<file path="src/rtl/seg_scan_arbiter.sv">
// rtl/seg_scan_arbiter.sv - two-client round-robin owner of an 8-digit active-low 7-segment scan
module seg_scan_arbiter #(
   parameter int SCAN_DIV    = 200000,
   parameter int HOLD_FRAMES = 64
) (
   input  logic        clk,
   input  logic        rst,
   input  logic [1:0]  req,
   input  logic [31:0] frame0,
   input  logic [31:0] frame1,
   input  logic [7:0]  dp0,
   input  logic [7:0]  dp1,
   output logic [1:0]  grant,
   output logic [7:0]  led_en,
   output logic        led_ca,
   output logic        led_cb,
   output logic        led_cc,
   output logic        led_cd,
   output logic        led_ce,
   output logic        led_cf,
   output logic        led_cg,
   output logic        led_dp
);

   localparam int DW = $clog2(SCAN_DIV);
   localparam int HW = (HOLD_FRAMES < 1) ? 1 : $clog2(HOLD_FRAMES + 1);
   localparam logic [DW-1:0] DIV_MAX  = DW'(SCAN_DIV - 1);
   localparam logic [HW-1:0] HOLD_MAX = HW'(HOLD_FRAMES);

   typedef enum logic [1:0] {IDLE, OWN0, OWN1} state_t;

   state_t          state, state_nx;
   logic            last;
   logic [DW-1:0]   div_cnt;
   logic [2:0]      idx, idx_nx;
   logic [HW-1:0]   hold_cnt, hold_inc;
   logic            tick, sweep_done, hold_met, changed, load;
   logic [31:0]     frame_sel;
   logic [7:0]      dp_sel;
   logic [3:0]      nibble;
   logic [6:0]      seg;

   function automatic logic [6:0] hex7(input logic [3:0] n);
      case (n)
         4'h0: hex7 = 7'b0000001;
         4'h1: hex7 = 7'b1001111;
         4'h2: hex7 = 7'b0010010;
         4'h3: hex7 = 7'b0000110;
         4'h4: hex7 = 7'b1001100;
         4'h5: hex7 = 7'b0100100;
         4'h6: hex7 = 7'b0100000;
         4'h7: hex7 = 7'b0001111;
         4'h8: hex7 = 7'b0000000;
         4'h9: hex7 = 7'b0000100;
         4'hA: hex7 = 7'b0001000;
         4'hB: hex7 = 7'b1100000;
         4'hC: hex7 = 7'b0110001;
         4'hD: hex7 = 7'b1000010;
         4'hE: hex7 = 7'b0110000;
         default: hex7 = 7'b0111000;
      endcase
   endfunction

   always_comb begin
      tick       = (div_cnt == DIV_MAX);
      sweep_done = tick && (idx == 3'd7);
      hold_inc   = (hold_cnt >= HOLD_MAX) ? hold_cnt : hold_cnt + 1'b1;
      // the switch fires on the sweep that brings the count up to the limit
      hold_met   = sweep_done && (hold_inc >= HOLD_MAX);
      state_nx   = state;
      case (state)
         IDLE: begin
            if (req == 2'b11)  state_nx = last ? OWN0 : OWN1;
            else if (req[0])   state_nx = OWN0;
            else if (req[1])   state_nx = OWN1;
         end
         OWN0: begin
            if (!req[0])                 state_nx = req[1] ? OWN1 : IDLE;
            else if (req[1] && hold_met) state_nx = OWN1;
         end
         OWN1: begin
            if (!req[1])                 state_nx = req[0] ? OWN0 : IDLE;
            else if (req[0] && hold_met) state_nx = OWN0;
         end
         default: state_nx = IDLE;
      endcase
      changed   = (state_nx != state);
      load      = changed || tick;
      idx_nx    = changed ? 3'd0 : (tick ? idx + 3'd1 : idx);
      frame_sel = (state_nx == OWN1) ? frame1 : frame0;
      dp_sel    = (state_nx == OWN1) ? dp1 : dp0;
      nibble    = frame_sel[{idx_nx, 2'b00} +: 4];
   end

   always_ff @(posedge clk) begin
      if (rst) begin
         state    <= IDLE;
         last     <= 1'b1;
         div_cnt  <= '0;
         idx      <= '0;
         hold_cnt <= '0;
         grant    <= 2'b00;
         led_en   <= 8'hFF;
         seg      <= 7'h7F;
         led_dp   <= 1'b1;
      end else begin
         state <= state_nx;
         grant <= {state_nx == OWN1, state_nx == OWN0};
         if (changed) begin
            if (state_nx != IDLE) last <= (state_nx == OWN1);
            div_cnt  <= '0;
            idx      <= '0;
            hold_cnt <= '0;
         end else if (state != IDLE) begin
            div_cnt <= tick ? '0 : div_cnt + 1'b1;
            idx     <= idx_nx;
            if (sweep_done) hold_cnt <= hold_inc;
         end
         // digit content is captured only when a digit starts, then held
         if (state_nx == IDLE) begin
            led_en <= 8'hFF;
            seg    <= 7'h7F;
            led_dp <= 1'b1;
         end else if (load) begin
            led_en <= ~(8'd1 << idx_nx);
            seg    <= hex7(nibble);
            led_dp <= ~dp_sel[idx_nx];
         end
      end
   end

   assign {led_ca, led_cb, led_cc, led_cd, led_ce, led_cf, led_cg} = seg;

endmodule

</file>
<file path="config.mk">
export PLATFORM = sky130hd
export DESIGN_NAME = seg_scan_arbiter
export DESIGN_NICKNAME = d
export VERILOG_FILES = /design/src/rtl/seg_scan_arbiter.sv
export SDC_FILE = /design/constraint.sdc
export NUM_CORES = 1
export LEC_CHECK = 0
export ABC_AREA = 1
export CORE_UTILIZATION = 49
export DETAILED_ROUTE_END_ITERATION = 16
export HOLD_SLACK_MARGIN = 0.12
export PLACE_DENSITY_LB_ADDON = 0.15
export SLEW_MARGIN = 40
export SYNTH_ARGS = -nofsm -noshare
export SYNTH_HDL_FRONTEND = slang
export SYNTH_SLANG_ARGS = --single-unit
</file>
<file path="constraint.sdc">
create_clock -name clk -period 3.29 [get_ports clk]
set_input_delay 0.329 -clock clk [delete_from_list [all_inputs] [get_ports clk]]
set_output_delay 0.329 -clock clk [all_outputs]
set_load 0.005 [all_outputs]
</file>
Word-level counts from Yosys, hierarchy flattened:

Memories as Yosys holds them, arrays and structs flattened. A register that Yosys moved wholly into a read port is not among the register bits.
Cells that the tools add are included.

* output and inout bits: 18
* bits in read-only memories: 112
* input port bits: 84
* memories: 1
* register bits: 42
* logic and storage cells: 59

* bitwise logic cells: 2
* equality and inequality tests: 8
* muxes and demuxes: 19
* order comparisons: 3
* add/sub/neg operators: 3
* shift operators: 2
* reduce and logical (&&, ||, !) cells: 13

Memory list
* (name not given): depth 16, bits a word 7, read ports 1, clocked after Yosys merged registers in 1, wr ports 0, line 44 `case (n)`

Operators with widths (number)
* 32-bit 2-to-1 mux: 1
* 32-bit by 6-bit variable part select with 4-bit output: 1
* 18-bit by 1-bit adder with 18-bit output, second input constant: 1
* 18-bit equality test, second input constant: 1
* 18-bit 2-to-1 mux: 1
* 2-bit 2-to-1 mux: 9
* 7-bit greater-or-equal comparator, second input constant: 2
* 8-bit 2-to-1 mux: 1
* 8-bit inverter: 1
* 1-bit by 3-bit left shift with 8-bit output, first input constant: 1
* 7-bit by 1-bit adder with 7-bit output, second input constant: 1
* 7-bit 2-to-1 mux: 1
* 2-bit equality test, second input constant: 3
* 3-bit 2-to-1 mux: 2
* 2-bit case mux with 3 select lines: 1
* 2-bit by 1-bit equality test with 1-bit output, second input constant: 2
* 1-bit logical AND: 4
* 2-bit zero test: 2
* 3-bit by 4-bit < comparator with 1-bit output, second input constant: 1
* 2-bit AND reduction: 2
* 2-bit nonzero test: 2
* 2-bit OR reduction: 2
* 3-bit by 1-bit adder with 3-bit output, second input constant: 1
* 1-bit binary-select mux with 3-bit select: 1
* 5 further kinds: 6

Longest topological paths before layout:

* depth after elaboration: 13
* depth in mapped cells: 27
* depth with buffers taken out: 26

Worst setup path before layout:

No wires, ideal clock.

* path type: reg2reg
* from: reg idx[0]
* to: reg seg[6]
* buffers on the path: 1
* cell stages (with the launch flop): 27
* arrival time: 2.672 ns
* path slack: 0.505 ns
* period minus slack after synthesis: 2.785 ns
* required time: 3.177 ns
* setup time: 0.113 ns
* path through: dfxtp_1 -> ha_1 -> ha_1 -> inv_1 -> nor2_1 -> nand3_1 -> nand2_1 -> nand2_1 -> nand2_1 -> a21oi_4 -> nand2_8 -> nor2_4 -> buf_6 -> nand2_1 -> nand2_1 -> nand2_1 -> nand2_1 -> nand2_1 -> nand2_2 -> inv_2 -> ha_1 -> inv_1 -> nand3_1 -> nand3_1 -> nand2_1 -> nand2_1 -> nand2_1

* word-level cells in the longest chain between the ends: 10
* elaborated cells on any way between the ends: 20
* classes of those cells: add/sub (1); eq/ne (3); shift (1); mux (8); reduce/logical (7)

Ends and longest elaborated chain
* start: declaration: line 35 `logic [2:0] idx, idx_nx;`
* start signal: assignment: line 116 `idx <= idx_nx;`
* 3-bit equality test: line 66 `sweep_done = tick && (idx == 3'd7);`
* 1-bit logical AND: line 66
* 1-bit logical AND: line 69 `hold_met = sweep_done && (hold_inc >= HOLD_MAX);`
* 1-bit logical AND, on equally long branches: line 83, 79
* 2-bit 2-to-1 mux, on equally long branches: line 83, 79
* 2-bit 2-to-1 mux, on equally long branches: line 82, 78
* 2-bit case mux with 3 select lines: line 71 `case (state)`
* 2-bit equality test / 2-bit != test (equally long branches): line 90, 87
* 32-bit 2-to-1 mux / 3-bit 2-to-1 mux (equally long branches): line 90, 89
* 32-bit by 6-bit variable part select with 4-bit output: line 92 `nibble = frame_sel[{idx_nx, 2'b00} +: 4];`
* end: declaration: line 41 `logic [6:0] seg;`

Parallel ways exist; a longest one is shown, timed or not.
A chain may end at the register's enable or synchronous reset.

Worst setup path in the final report:

* from: reg idx[0]
* to: reg seg[3]

The elaborated chain is that of the path after synthesis.

==> results.toml <==
[grt]
antenna_found_initial = 0
grt_pass1_vias = 3394
grt_usage = 0.236
gr-total-overflow = 0
grt_pass1_wl_mm = 14.7
grt_max_degree = 23

[floorplan]
fp.dieH_um = 88.1
ioPinCount = 102
coreArea_um2 = 7210
num_rows = 31
chipWidth_um = 88.1
start_util = 0.503
die-area_um2 = 7760

[yosys]
synth_area_per_cell_um2 = 6.19
syn_area_um2 = 3630
synth_seq_cells = 49
ys_top_cells_by_area = "dfxtp_1 (27%), nand2_1 (25%), nand3_1 (5.9%)"
synth_cells = 586
synthFlopType = "dfxtp_1"
synth_top_cell_by_area = "dfxtp_1"
synth.distinct_cells = 42
synth_top_area_share = 0.270
async_flop_share = 0
synth_nets = 681
synth_edf_count = 0
ys_seq_area_frac = 0.270
yosysWarnings = 0

[finish]
area_delta_synth_final_pct = 37.0
final_core_util = 0.689
multiInputGateArea_um2 = 2370
diodes = 0
seqCellArea_um2 = 987
finalNetCount = 796
drive_above_1_share = 0.130
fillers = 665

[critical_path]
crit_path_end_kind = "flop"
cp_max_fo = 6
crit_arrival_ps = 3230
worst_path_most_repeated_cell = "nand2_1"
path_cells = "ha_1, ha_1, inv_1, nor2_2, nand3_2, nand2_4, nand2_4, a21oi_4, nor2_4, nand2_8, nor2_4, nand2_1, nand2_1, nand2_1, nand2_1, nand2_1, nand2_2, inv_2, ha_1, nand3_1, nand3_1, nand3_1, nand2_1"
critPathKind = "flop to flop"
cp_slowest_cell = "dfxtp_2"
cp_slowest_stage_delay_ps = 350
r2r_start = "idx[0]"
crit_start = "idx[0]"
startpoint_type = "flop"
crit_required_ps = 3490

[placed_design]
place_congestion = 0.845
io_buffer_count = 101
dp_hpwl_mm = 7.37

[status]
status = "finished, final reports clean"

[clock_tree]
clockBufferDepth = 2
cts_tree = "built"
clkSlewWorstSetupHoldPaths_ps = 90
clock-sinks = 49
cts_max_level = 2
cts-root-buf = "clkbuf_8"
clk_latency_ps = 300
cts_buffers = 5

[sta]
tightest_slew_ps = 589
finalSetupViolCount = 0
min_period_over_period = 0.921
fin_tns_setup_ps = 0
max_freq_mhz = 330
skew_ps = 15.0
finalMaxSlewViolations = 0
final_hold_viol_count = 0
min_period_ps = 3030
max_slew_margin = 0.596

[power]
netSwitchingFraction = 0.392
switching_power_uw = 870
power.internal_uw = 1350
pwr-share-clk = 0.193
p_per_area_nw_per_um2 = 447
p_comb_frac = 0.496
p_leak_uw = 0.00227
peakVddDrop_v = 0.000244
p_seq_frac = 0.312

[routing]
drt_iter0_drc = 150
wl_per_cell_um = 11.9
ant_nets = 0
drt-total-wl_mm = 9.52
drc = 0
vias = 3892
avgViaCountPerCell = 4.87
first_pass_iters = 4

[min_path]
min_from = "div_cnt[0]"
hold_path.class = "flop to flop"

[job]
cap_violations = 0
-- path summary, 6_finish.rpt --
check	endpoint	cells after the start	slack [ps]
max	seg[3]	23	260
min	div_cnt[0]	1	460
max reg2reg	seg[3]	23	260
min reg2reg	div_cnt[0]	1	460
-- synthesized netlist by cell type (all sizes together) (3+ instances only) --
cell / instances
nand4: 5
nand3: 51
a21oi: 19
inv: 55
nand2: 255
o221ai: 4
mux2i: 3
or2: 5
clkbuf: 3
dfxtp: 49
ha: 11
nor2: 68
xor2: 9
o21ai: 18
nor3: 7
buf: 12
-- critical path: cells and delay by family, from the launching register on --
family | cells | cell delay (ps)
AND/OR/NAND/NOR | 17 | 1600
AO/OA/AOI/OAI | 1 | 80
flip-flops | 1 | 350
adder cells (fa/ha/maj) | 3 | 710
buffers and inverters | 2 | 190
-- metrics by stage --
stage / instance area (µm²) / worst slack [ps] / instances / hold WS, ps / total power (µW)
floorplan: 3630 / 505 / 586 / 401 / 1410
global placement: 4740 / 199 / 782 / 453 / 1740
detailed placement: 4740 / 42.6 / 782 / 459 / 1750
CTS: 4850 / 150 / 789 / 481 / 2190
global route: 4970 / -14.3 / 800 / 482 / 2390
finish: 4970 / 260 / 800 / 462 / 2220
-- routing by layer --
layer  GRT usage  wire length (µm)
met5           0                 0
met4      0.0513               165
met3      0.0396               399
met2       0.399              4590
met1       0.315              4360
-- cells in the final DEF, fill, tap and decap left out, drive strengths merged, types with 2 or more instances in the layout --
| cell type | n |
|---|---|
| a21oi | 19 |
| buf | 20 |
| clkbuf | 5 |
| clkdlybuf4s50 | 101 |
| clkinv | 2 |
| dfxtp | 49 |
| ha | 11 |
| inv | 56 |
| mux2i | 3 |
| nand2 | 255 |
| nand3 | 52 |
| nand4 | 5 |
| nor2 | 69 |
| nor3 | 7 |
| nor3b | 2 |
| o21ai | 18 |
| o221ai | 4 |
| or2 | 5 |
| xnor2 | 2 |
| xor2 | 9 |
-- state kept, by name, summed over array words and instances, names as in the netlist --
signal and count:
div_cnt 18, grant 2, hold_cnt 7, idx 3
last 1, led_dp 1, led_en 8, seg 7
state 2
-- timing repair --
action | 4_1_cts | 5_1_grt
hold endpoints to repair | 0 | 0
endpoints found under the setup margin | 0 | 7
gates resized for setup | 0 | 16
buffers inserted | 0 | 9
hold buffers | 0 | 0
-- area by class of cell --
class / count / area share
Timing Repair Buffer: 121 / 0.235
Multi-Input combinational cell: 467 / 0.476
Clock buffer: 5 / 0.0138
Tap cell: 99 / 0.0249
Inverter: 57 / 0.0435
Clock inverter: 2 / 0.00780
Sequential cell: 49 / 0.199
-- power groups by stage --
stage | combinational [µW] | sequential (µW) | clock, µW
finish | 1100 | 692 | 428
global route | 1240 | 699 | 457
CTS | 1060 | 691 | 440
detailed placement | 1050 | 705 | 0
global placement | 1040 | 702 | 0
floorplan | 704 | 704 | 0
-- logic make-up after synthesis --
kind of cell / Yosys count / synth area share
AND/OR/NAND/NOR: 393 / 0.487
adder cells (fa/ha/maj): 11 / 0.0379
XOR/XNOR: 11 / 0.0286
flip-flops: 49 / 0.270
multiplexers: 3 / 0.00827
AO/OA/AOI/OAI: 47 / 0.0800
buffers and inverters: 72 / 0.0879
No activity file was read; power rests on OpenSTA's default activity.
